[config.mk]
export PLATFORM = sky130hd
export DESIGN_NAME = tilemap_write_arbiter
export DESIGN_NICKNAME = d
export VERILOG_FILES = /design/src/rtl/tilemap_write_arbiter.sv
export SDC_FILE = /design/constraint.sdc
export NUM_CORES = 1
export LEC_CHECK = 0
export CAP_MARGIN = 10
export CORE_AREA = 5 5 75 77
export CTS_BUF_LIST = sky130_fd_sc_hd__clkbuf_4 sky130_fd_sc_hd__clkbuf_8
export CTS_CLUSTER_SIZE = 25
export DETAILED_ROUTE_END_ITERATION = 8
export DIE_AREA = 0 0 80 82
export GPL_ROUTABILITY_DRIVEN = 0
export GPL_TIMING_DRIVEN = 0
export PLACE_DENSITY = 0.57
export SYNTH_ARGS = -nofsm -noshare
export SYNTH_HDL_FRONTEND = slang
export SYNTH_SLANG_ARGS = --single-unit
[constraint.sdc]
create_clock -name i_clk -period 1.6 [get_ports i_clk]
set_clock_uncertainty 0.05 [all_clocks]
set_input_delay 0.32 -clock i_clk [delete_from_list [all_inputs] [get_ports i_clk]]
set_output_delay 0.32 -clock i_clk [all_outputs]
set_load 0.02 [all_outputs]
[src/rtl/tilemap_write_arbiter.sv]
// Write-port arbiter for the tile-map RAM: round-robin between two requesters,
// commits only inside the write window, and can fill the whole map with a constant.
module tilemap_write_arbiter #(
    parameter int                ADDR_W      = 5,
    parameter int                DATA_W      = 8,
    parameter logic [DATA_W-1:0] CLEAR_VALUE = '0,
    parameter bit                BLANK_ONLY  = 1'b1
) (
    input  logic              i_clk,
    input  logic              i_rst,
    input  logic              i_blank,
    input  logic              i_clear,
    input  logic              i_req0_valid,
    input  logic [ADDR_W-1:0] i_req0_address,
    input  logic [DATA_W-1:0] i_req0_data,
    output logic              o_req0_ready,
    input  logic              i_req1_valid,
    input  logic [ADDR_W-1:0] i_req1_address,
    input  logic [DATA_W-1:0] i_req1_data,
    output logic              o_req1_ready,
    output logic [ADDR_W-1:0] o_ram_address,
    output logic [DATA_W-1:0] o_ram_data,
    output logic              o_ram_wren,
    output logic              o_busy
);

    typedef enum logic {IDLE, CLEAR} state_t;

    state_t            state_reg, state_next;
    logic [ADDR_W-1:0] clear_cnt_reg, clear_cnt_next;
    logic              last1_reg, last1_next;
    logic [ADDR_W-1:0] ram_address_reg, ram_address_next;
    logic [DATA_W-1:0] ram_data_reg, ram_data_next;
    logic              ram_wren_reg, ram_wren_next;
    logic              busy_reg, busy_next;
    logic              window;
    logic              grant0, grant1;

    assign window = BLANK_ONLY ? i_blank : 1'b1;

    always_comb begin
        state_next       = state_reg;
        clear_cnt_next   = clear_cnt_reg;
        last1_next       = last1_reg;
        ram_address_next = ram_address_reg;
        ram_data_next    = ram_data_reg;
        ram_wren_next    = 1'b0;
        busy_next        = busy_reg;
        grant0           = 1'b0;
        grant1           = 1'b0;

        case (state_reg)
            IDLE: begin
                if (i_clear) begin
                    state_next     = CLEAR;
                    clear_cnt_next = '0;
                    busy_next      = 1'b1;
                end else if (window) begin
                    // Requester 0 wins contention only if requester 1 was served last.
                    if (i_req0_valid && (!i_req1_valid || last1_reg)) begin
                        grant0 = 1'b1;
                    end else if (i_req1_valid) begin
                        grant1 = 1'b1;
                    end

                    if (grant0) begin
                        ram_wren_next    = 1'b1;
                        ram_address_next = i_req0_address;
                        ram_data_next    = i_req0_data;
                        last1_next       = 1'b0;
                    end else if (grant1) begin
                        ram_wren_next    = 1'b1;
                        ram_address_next = i_req1_address;
                        ram_data_next    = i_req1_data;
                        last1_next       = 1'b1;
                    end
                end
            end
            CLEAR: begin
                if (window) begin
                    ram_wren_next    = 1'b1;
                    ram_address_next = clear_cnt_reg;
                    ram_data_next    = CLEAR_VALUE;
                    clear_cnt_next   = clear_cnt_reg + 1'b1;
                    if (clear_cnt_reg == {ADDR_W{1'b1}}) begin
                        state_next = IDLE;
                        busy_next  = 1'b0;
                    end
                end
            end
            default: state_next = IDLE;
        endcase
    end

    always_ff @(posedge i_clk) begin
        if (i_rst) begin
            state_reg       <= IDLE;
            clear_cnt_reg   <= '0;
            last1_reg       <= 1'b1;
            ram_address_reg <= '0;
            ram_data_reg    <= '0;
            ram_wren_reg    <= 1'b0;
            busy_reg        <= 1'b0;
        end else begin
            state_reg       <= state_next;
            clear_cnt_reg   <= clear_cnt_next;
            last1_reg       <= last1_next;
            ram_address_reg <= ram_address_next;
            ram_data_reg    <= ram_data_next;
            ram_wren_reg    <= ram_wren_next;
            busy_reg        <= busy_next;
        end
    end

    assign o_req0_ready  = grant0 & ~i_rst;
    assign o_req1_ready  = grant1 & ~i_rst;
    assign o_ram_address = ram_address_reg;
    assign o_ram_data    = ram_data_reg;
    assign o_ram_wren    = ram_wren_reg;
    assign o_busy        = busy_reg;

endmodule

Yosys cells after proc, flatten, opt, wreduce, memory -nomap -nowiden. Index checks and enable logic that the tools add are counted.

Bitwise logic cells: 5. Muxes and demuxes: 46. Equality and inequality tests: 7. Add/sub/neg operators: 1. Reduce and logical (&&, ||, !) cells: 8.

Operators by type and width (number): 8-bit two-way mux (5); 5-bit two-way mux (7); 1-bit two-way mux (28); 5-bit one-hot mux with 2 select lines (2); 8-bit one-hot mux with 2 select lines (1); 2-bit != test (second input constant) (4); 4-bit AND reduction (2); 1-bit one-hot mux with 2 select lines (3); 5-bit by 1-bit adder with 5-bit output (second input constant) (1); 5-bit equality test (second input constant) (1); 3-bit != test (second input constant) (1); 1-bit inverter (3); 3-bit AND reduction (1); 1-bit AND (2); 2-bit by 1-bit != test with 1-bit output (second input constant) (1); 2-bit AND reduction (1); 2-bit nonzero test (1); 1-bit logical AND (1); 1-bit logical NOT (1); 1-bit logical OR (1).

Bits in registers: 22. Input port bits: 32. Word-level logic and storage cells: 74.

Logic depth before layout (Yosys ltp). Gate-level depths: netlist (run 1).

Word-level depth: 12. Mapped depth: 6. Gate-level depth less buffers: 6.

Worst setup path before layout (run 1). Ideal clock, no wire load.

Kind: input to output. Start point: input port i_req1_valid. End point: output port o_req0_ready. Data arrival time: 1.330 ns. Stages on the path: 5. Required time: 1.230 ns. Path slack: -0.100 ns. Path buffers: 2. Path through: nor2b_4 -> nand2b_4 -> buf_6 -> buf_6 -> nor3_1.

Word-level cells in the longest chain between the ends: 11.

Ends and longest elaborated chain: from (decl) (RTL line 17) `input logic i_req1_valid,`; 1-bit logical NOT (RTL line 60) `if (i_req0_valid && (!i_req1_valid || last1_reg)) begin`; 1-bit logical OR (RTL line 60); 1-bit logical AND (RTL line 60); 1-bit two-way mux (RTL line 60); 1-bit two-way mux (RTL line 58) `end else if (window) begin`; 1-bit two-way mux (RTL line 54) `if (i_clear) begin`; 1-bit two-way mux (RTL line 52) `case (state_reg)`; 1-bit two-way mux (RTL line 58); 1-bit two-way mux (RTL line 54); 1-bit two-way mux (RTL line 52); 1-bit AND (RTL line 115) `assign o_req0_ready = grant0 & ~i_rst;`; to (decl) (RTL line 16) `output logic o_req0_ready,`.

No other way between the ends. The select of a mux whose other input is x is not followed.

Worst setup path after layout (run 1).
Start point: register state_reg. End point: output port o_req1_ready.

Word-level cells in the longest chain between the ends: 2.

Ends and longest elaborated chain: from (decl) (RTL line 29) `state_t state_reg, state_next;`; from (signal assigned) (RTL line 105) `state_reg <= state_next;`; 1-bit two-way mux (RTL line 52); 1-bit AND (RTL line 116) `assign o_req1_ready = grant1 & ~i_rst;`; to (decl) (RTL line 20) `output logic o_req1_ready,`.

No other way between the ends.

==> run_results.csv, run 1 <==
group,metric,value,unit
floorplan,start_util,0.220,
detailed_routing,finalWirelength,3150,microns
floorplan,rows,26,
timing,rsz0062_at_grt,"yes",
synth,ys_ff_latch,22,
synth,synthAdderAreaFrac,0.0230,
synth,synth_top_area_frac,0.405,
detailed_routing,vias,1012,
synth,synth_top_family_by_area,"compound AO/OA/AOI/OAI gates",
finish,post_route_cells_drive_above_1_share,0.186,
timing,finalCritPeriodShare,1.12,
clocking,clock_latency,260,ps
setup_path,end_kind,"output pin",
synth,synthArstFlopShare,0,
synth,syn_area,1090,sq um
detailed_routing,drc,0,
timing,slew_headroom,0.742,
power,power_density,688,nW/um^2
clocking,clock_tree.root_cell,"clkbuf_8",
detailed_routing,antenna_left,0,
clocking,clockBufferDepth,2,
timing,max_freq,559,MHz
detailed_routing,avgRoutedWirePerCell,13.3,microns
outcome,status,"complete, but fails checks",
global_routing,grt_max_degree,12,
power,power_frac_clock,0.282,
setup_path,reg2reg_from,"state_reg$_SDFF_PP0_",
finish,syn2layout_area_growth,62.9,%
synth,synth_top_cell_by_area,"dfxtp_1",
clocking,cts_sinks,22,
timing,hold_viol_final,0,
global_routing,grtUsageTotal,0.101,
finish,largest_reg_flops,8,
synth,syn-num-nets,147,
clocking,htreeDepth,1,
finish,n_fill_cell,530,
synth,yosysSeqAreaShare,0.405,
floorplan,die_y,82,microns
timing,tns,-270,ps
worst_hold_path,holdPathStages,3,
power,power.switching,0.317,mW
detailed_routing,drt-pass1-iter-count,4,
synth,yosysWarnings,0,
timing,setup_slack,-189,ps
finish,diodes,0,
synth,synthXorXnorAreaFrac,0,
timing,tightest_slew,388,ps
synth,synthSimpleGateAreaFrac,0.178,
clocking,clk_pin_slew_worst_paths,80,ps
floorplan,core,4940,sq um
global_routing,grt_pass1_vias,1068,
timing,final_max_slew_viol_count,0,
synth,synth_area_leaders,"dfxtp_1, mux2i_1, o2bb2ai_1",
timing,fin_crit,1790,ps
worst_hold_path,min_path_type,"in2reg",
placement,dp_hpwl,2340,microns
setup_path,cp.required,1230,ps
power,leakage,0.927,nW
synth,synth-edff-count,0,
placement,dpl_cell_area,1650,sq um
power,p_int,0.902,mW
floorplan,die-area,6560,sq um
setup_path,start_kind,"flop",
worst_hold_path,hold_end,"last1_reg$_SDFFE_PP1P_",
power,p_sw_frac,0.260,
finish,fin_area,1770,sq um
placement,dp_slack,-1170,ps
setup_path,r2r-end,"o_ram_data[6]$_SDFFE_PP0P_",
global_routing,grt_pass1_wl,5130,microns
setup_path,path_class,"reg2out",
clocking,cts_tree,"done",
placement,portBuffers,47,
floorplan,die_w,80,microns
setup_path,r2r_cells,6,
worst_hold_path,hp-start,"i_blank",
clocking,cts_buffers,3,
outcome,violations,"negative setup slack",
timing,setup_violations,2,
setup_path,ff2ff_setup_slack,110,ps
setup_path,path_max_fanout,3,
synth,synthFlopType,"dfxtp_1",
run,maxCapViolations,0,
power,seq_power_share,0.479,
synth,yosys.cell_types.count,31,
detailed_routing,drtIter0Drc,27,
synth,synthMuxAreaShare,0.0921,
setup_path,worstPathArrival,1420,ps
clocking,cts-hold-fix-buffers,0,
global_routing,antenna_found_initial,0,
global_routing,gr-total-overflow,0,
power,max-vdd-ir-drop,0.252,mV
floorplan,pin_count,49,
detailed_routing,routed_via_density,4.27,
power,comb_power_share,0.239,
timing,timing.hold.ws,354,ps
power,power,1.22,mW
synth,synth_cells,113,
finish,fin_nets,203,
synth,synth-compound-area-share,0.238,
synth,avgSynthCellArea,9.62,sq um
[critical path, cell delays in order, from the launching register on]
cell	delay (ps)
dfxtp_4	340
or3b_4	420
nor2_4	100
and3_4	180
buf_6	110
[cell type report]
class | instances | area [sq um] | area share
clock buffers | 3 | 41.3 | 0.0233
well taps | 70 | 87.6 | 0.0494
repair buffers | 54 | 554 | 0.313
multi-input cells | 81 | 598 | 0.338
plain buffers | 5 | 37.5 | 0.0212
inverters | 2 | 7.51 | 0.00424
flip-flops and latches | 22 | 445 | 0.251
[how the worst max path moves through the flow]
stage | startpoint | endpoint | slack [ps] | cells past startpoint
detailed placement | i_req1_valid | o_req1_ready | -1170 | 7
global placement | i_req1_valid | o_req1_ready | -1160 | 7
global route | state_reg$_SDFF_PP0_ | o_req1_ready | -230 | 4
floorplan | state_reg$_SDFF_PP0_ | o_req1_ready | -9 | 4
finish | state_reg$_SDFF_PP0_ | o_req1_ready | -190 | 4
CTS | state_reg$_SDFF_PP0_ | o_req1_ready | -190 | 4
[cells in the mapped netlist, types with 3 or more instances]
cell type / number
a32o_1: 5
a211o_1: 5
nor2_1: 13
a21oi_1: 4
o2bb2ai_1: 8
nand2_1: 9
dfxtp_1: 22
buf_6: 3
nand2b_1: 4
mux2i_1: 10
[cells by family (layout without fill, tap and decap cells)]
logic type               after synthesis  after routing
AO/OA/AOI/OAI                         32             32
adder cells (fa/ha/maj)                2              2
buffers and inverters                 10             64
flip-flops                            22             22
multiplexers                          10             10
AND/OR/NAND/NOR                       37             37
[cell usage in the layout (no fill, tap or decap), types with 2 or more instances in the layout]
master,n
mux2i_1,10
o2bb2ai_1,8
clkdlybuf4s50_1,28
a21oi_1,4
nor2_1,12
dfxtp_1,20
buf_2,2
nand2_1,9
a22oi_1,2
nand2b_1,4
o21ai_2,2
inv_1,2
buf_4,10
dlymetal6s2s_1,14
clkdlybuf4s15_2,2
a32o_1,5
o21ai_0,2
clkbuf_8,4
ha_1,2
a211o_1,5
[routing by layer]
metal / global-route usage / share of wire / vias to the layer above
li1: - / - / 526
met1: 0.126 / 0.46 / 441
met2: 0.164 / 0.42 / 40
met3: 0.0351 / 0.099 / 5
met4: 0.0304 / 0.011 / 0
met5: 0 / 0 / -
[power by group through the flow]
stage	logic [mW]	clock network [mW]	registers, mW
global placement	0.291	0	0.597
floorplan	0.122	0	0.619
detailed placement	0.292	0	0.597
CTS	0.298	0.353	0.585
finish	0.292	0.344	0.584
global route	0.321	0.382	0.587
[stage by stage]
stage,cells,utilization
floorplan,113,-
global placement,230,0.334
detailed placement,230,0.334
CTS,236,0.350
global route,237,0.358
finish,237,0.358
[repair_timing]
action	CTS	global route
endpoints found under the setup margin	15	16
pin swaps	3	2
gates resized for setup	31	14
buffers inserted	6	1
Note: power is estimated with default switching activity, not from simulation.
==> run 2: changes to the inputs <==
==> constraint.sdc (replaced) <==
create_clock -name i_clk -period 1.6 [get_ports i_clk]
set_clock_uncertainty 0.05 [all_clocks]
set_input_delay 0.24 -clock i_clk [delete_from_list [all_inputs] [get_ports i_clk]]
set_output_delay 0.24 -clock i_clk [all_outputs]
set_load 0.02 [all_outputs]
==> run_results.csv, run 2 (same netlist as run 1, synthesis figures left out) <==
group,metric,value,unit
global_routing,antenna_found_initial,0,
setup_path,cp_slowest_cell,"or3b_4",
timing,slew_headroom,0.726,
detailed_routing,finalWirelength,3000,microns
power,power_density,792,nW/um^2
clocking,cts_sinks,22,
finish,fin_nets,201,
setup_path,cp_cell_sequence,"or3b_4 > buf_4 > nor3_2 > buf_4",
global_routing,grt_max_degree,14,
finish,multi_input_area,598,sq um
clocking,clock_tree.root_cell,"clkbuf_8",
finish,post_route_cells_drive_above_1_share,0.169,
timing,setup_violations,2,
detailed_routing,antenna_left,0,
power,max-vdd-ir-drop,0.357,mV
timing,max_freq,586,MHz
clocking,cts_buffers,3,
clocking,htreeDepth,1,
setup_path,end_kind,"output pin",
finish,final_cell_mix,"clkdlybuf4s50_1, dfxtp_1, nor2_1",
floorplan,rows,26,
detailed_routing,drc,0,
timing,fin_crit,1710,ps
timing,hold_viol_final,0,
setup_path,cp.required,1310,ps
finish,finish.utilization,0.353,
timing,timing.hold.ws,303,ps
clocking,cts-hold-fix-buffers,0,
timing,rsz0062_at_grt,"yes",
setup_path,critPathTopFamily,"simple AND/OR/NAND/NOR gates",
global_routing,gr-total-overflow,0,
floorplan,die_w,80,microns
detailed_routing,routed_via_density,4.29,
run,maxCapViolations,0,
floorplan,core,4940,sq um
clocking,clockBufferDepth,2,
floorplan,die_y,82,microns
finish,n_fill_cell,530,
placement,portBuffers,47,
detailed_routing,vias,1012,
setup_path,path_class,"reg2out",
global_routing,grt_pass1_vias,1095,
detailed_routing,avgRoutedWirePerCell,12.7,microns
finish,syn2layout_area_growth,60.8,%
clocking,cts_tree,"done",
setup_path,worstPathArrival,1420,ps
global_routing,grt_pass1_wl,4970,microns
floorplan,pin_count,49,
detailed_routing,drt-pass1-iter-count,4,
worst_hold_path,min_path_type,"in2reg",
timing,setup_slack,-107,ps
finish,largest_reg_flops,8,
setup_path,crit_buf_inv,2,
placement,dp_hpwl,2280,microns
setup_path,critical_path.most_common_cell,"buf_4",
clocking,clock_latency,260,ps
timing,final_max_slew_viol_count,0,
floorplan,start_util,0.220,
detailed_routing,drtIter0Drc,26,
global_routing,grtUsageTotal,0.0960,
clocking,clk_pin_slew_worst_paths,80,ps
finish,layout_commonest_cell,"clkdlybuf4s50_1",
finish,seq_area,445,sq um
timing,tightest_slew,409,ps
finish,diodes,0,
power,leakage,0.690,nW
outcome,violations,"negative setup slack",
floorplan,die-area,6560,sq um
outcome,status,"complete, but fails checks",
setup_path,start_kind,"flop",
setup_path,cp_slowest_stage_delay,420,ps
timing,finalCritPeriodShare,1.07,
setup_path,path_max_fanout,3,
[run 2: cell count changes in the layout (fill, tap and decap cells not counted)]
cell             change
clkdlybuf4s15_2      -1
clkdlybuf4s50_1     +14
dlygate4sd2_1        +2
buf_4                -3
clkbuf_2             +1
dlymetal6s2s_1      -14
clkbuf_8             -1
buf_2                -1
buf_6                +1
bufinv_16            +1
[run 2: layer usage]
layer  routed length, microns  track usage  vias to the layer above
met5                        0            0                        -
met4                        7       0.0304                        0
met3                      330       0.0307                        2
met2                     1330        0.160                       38
met1                     1340        0.118                      456
li1                         -            -                      516
[run 2: final cells by class]
class / count / share of cell area
clock inverter: 1 / 0.0172
sequential: 22 / 0.255
timing repair buffer: 51 / 0.285
buffer: 6 / 0.0229
clock buffer: 3 / 0.0236
inverter: 2 / 0.00429
tap: 70 / 0.0501
multi-input combinational: 81 / 0.342
[run 2: power by group]
part           leakage [nW]  switching (mW)  internal (mW)
combinational         0.474           0.127          0.163
sequential            0.179          0.0127          0.571
clock                0.0357           0.178          0.334
total                 0.690           0.317           1.07
[run 2: final timing paths]
kind / from / endpoint / slack [ps] / depth (start not counted)
worst min register to register: o_ram_data[2]$_SDFFE_PP0P_ / o_ram_data[2]$_SDFFE_PP0P_ / 410 / 1
worst max register to register: state_reg$_SDFF_PP0_ / clear_cnt_reg[0]$_SDFFE_PP0P_ / 180 / 5
worst min-delay path: i_req0_valid / last1_reg$_SDFFE_PP1P_ / 300 / 4
worst max-delay path: state_reg$_SDFF_PP0_ / o_req0_ready / -110 / 4
[run 2: metrics by stage]
stage | power [mW] | cell area (sq um) | TNS, ps | worst slack (ps) | instances
floorplan | 0.741 | 1090 | 0 | 20.7 | 113
global placement | 0.886 | 1650 | -6270 | -967 | 230
detailed placement | 0.887 | 1650 | -6240 | -968 | 230
CTS | 1.41 | 1760 | -221 | -111 | 236
global route | 1.46 | 1750 | -317 | -160 | 236
finish | 1.38 | 1750 | -207 | -107 | 236
[run 2: what timing repair did]
| action | 4_1_cts | 5_1_grt |
|---|---|---|
| gates cloned | 0 | 0 |
| pin swaps | 3 | 2 |
| setup endpoints to repair | 10 | 2 |
| resized for setup | 27 | 1 |
| setup buffers | 3 | 1 |
[run 2: tightest hold or removal path, stage by stage]
cell     delay (ps)
buf_4           160
inv_1            50
o21ai_0          80
nand2_1          60
==> run 3: changes to the inputs <==
Settings changed: RECOVER_POWER from default to 25, SLEW_MARGIN from default to 20, TNS_END_PERCENT from default to 20.
==> results of run 3 <==
Final layout, timing and power as in run 2 (identical DEF).
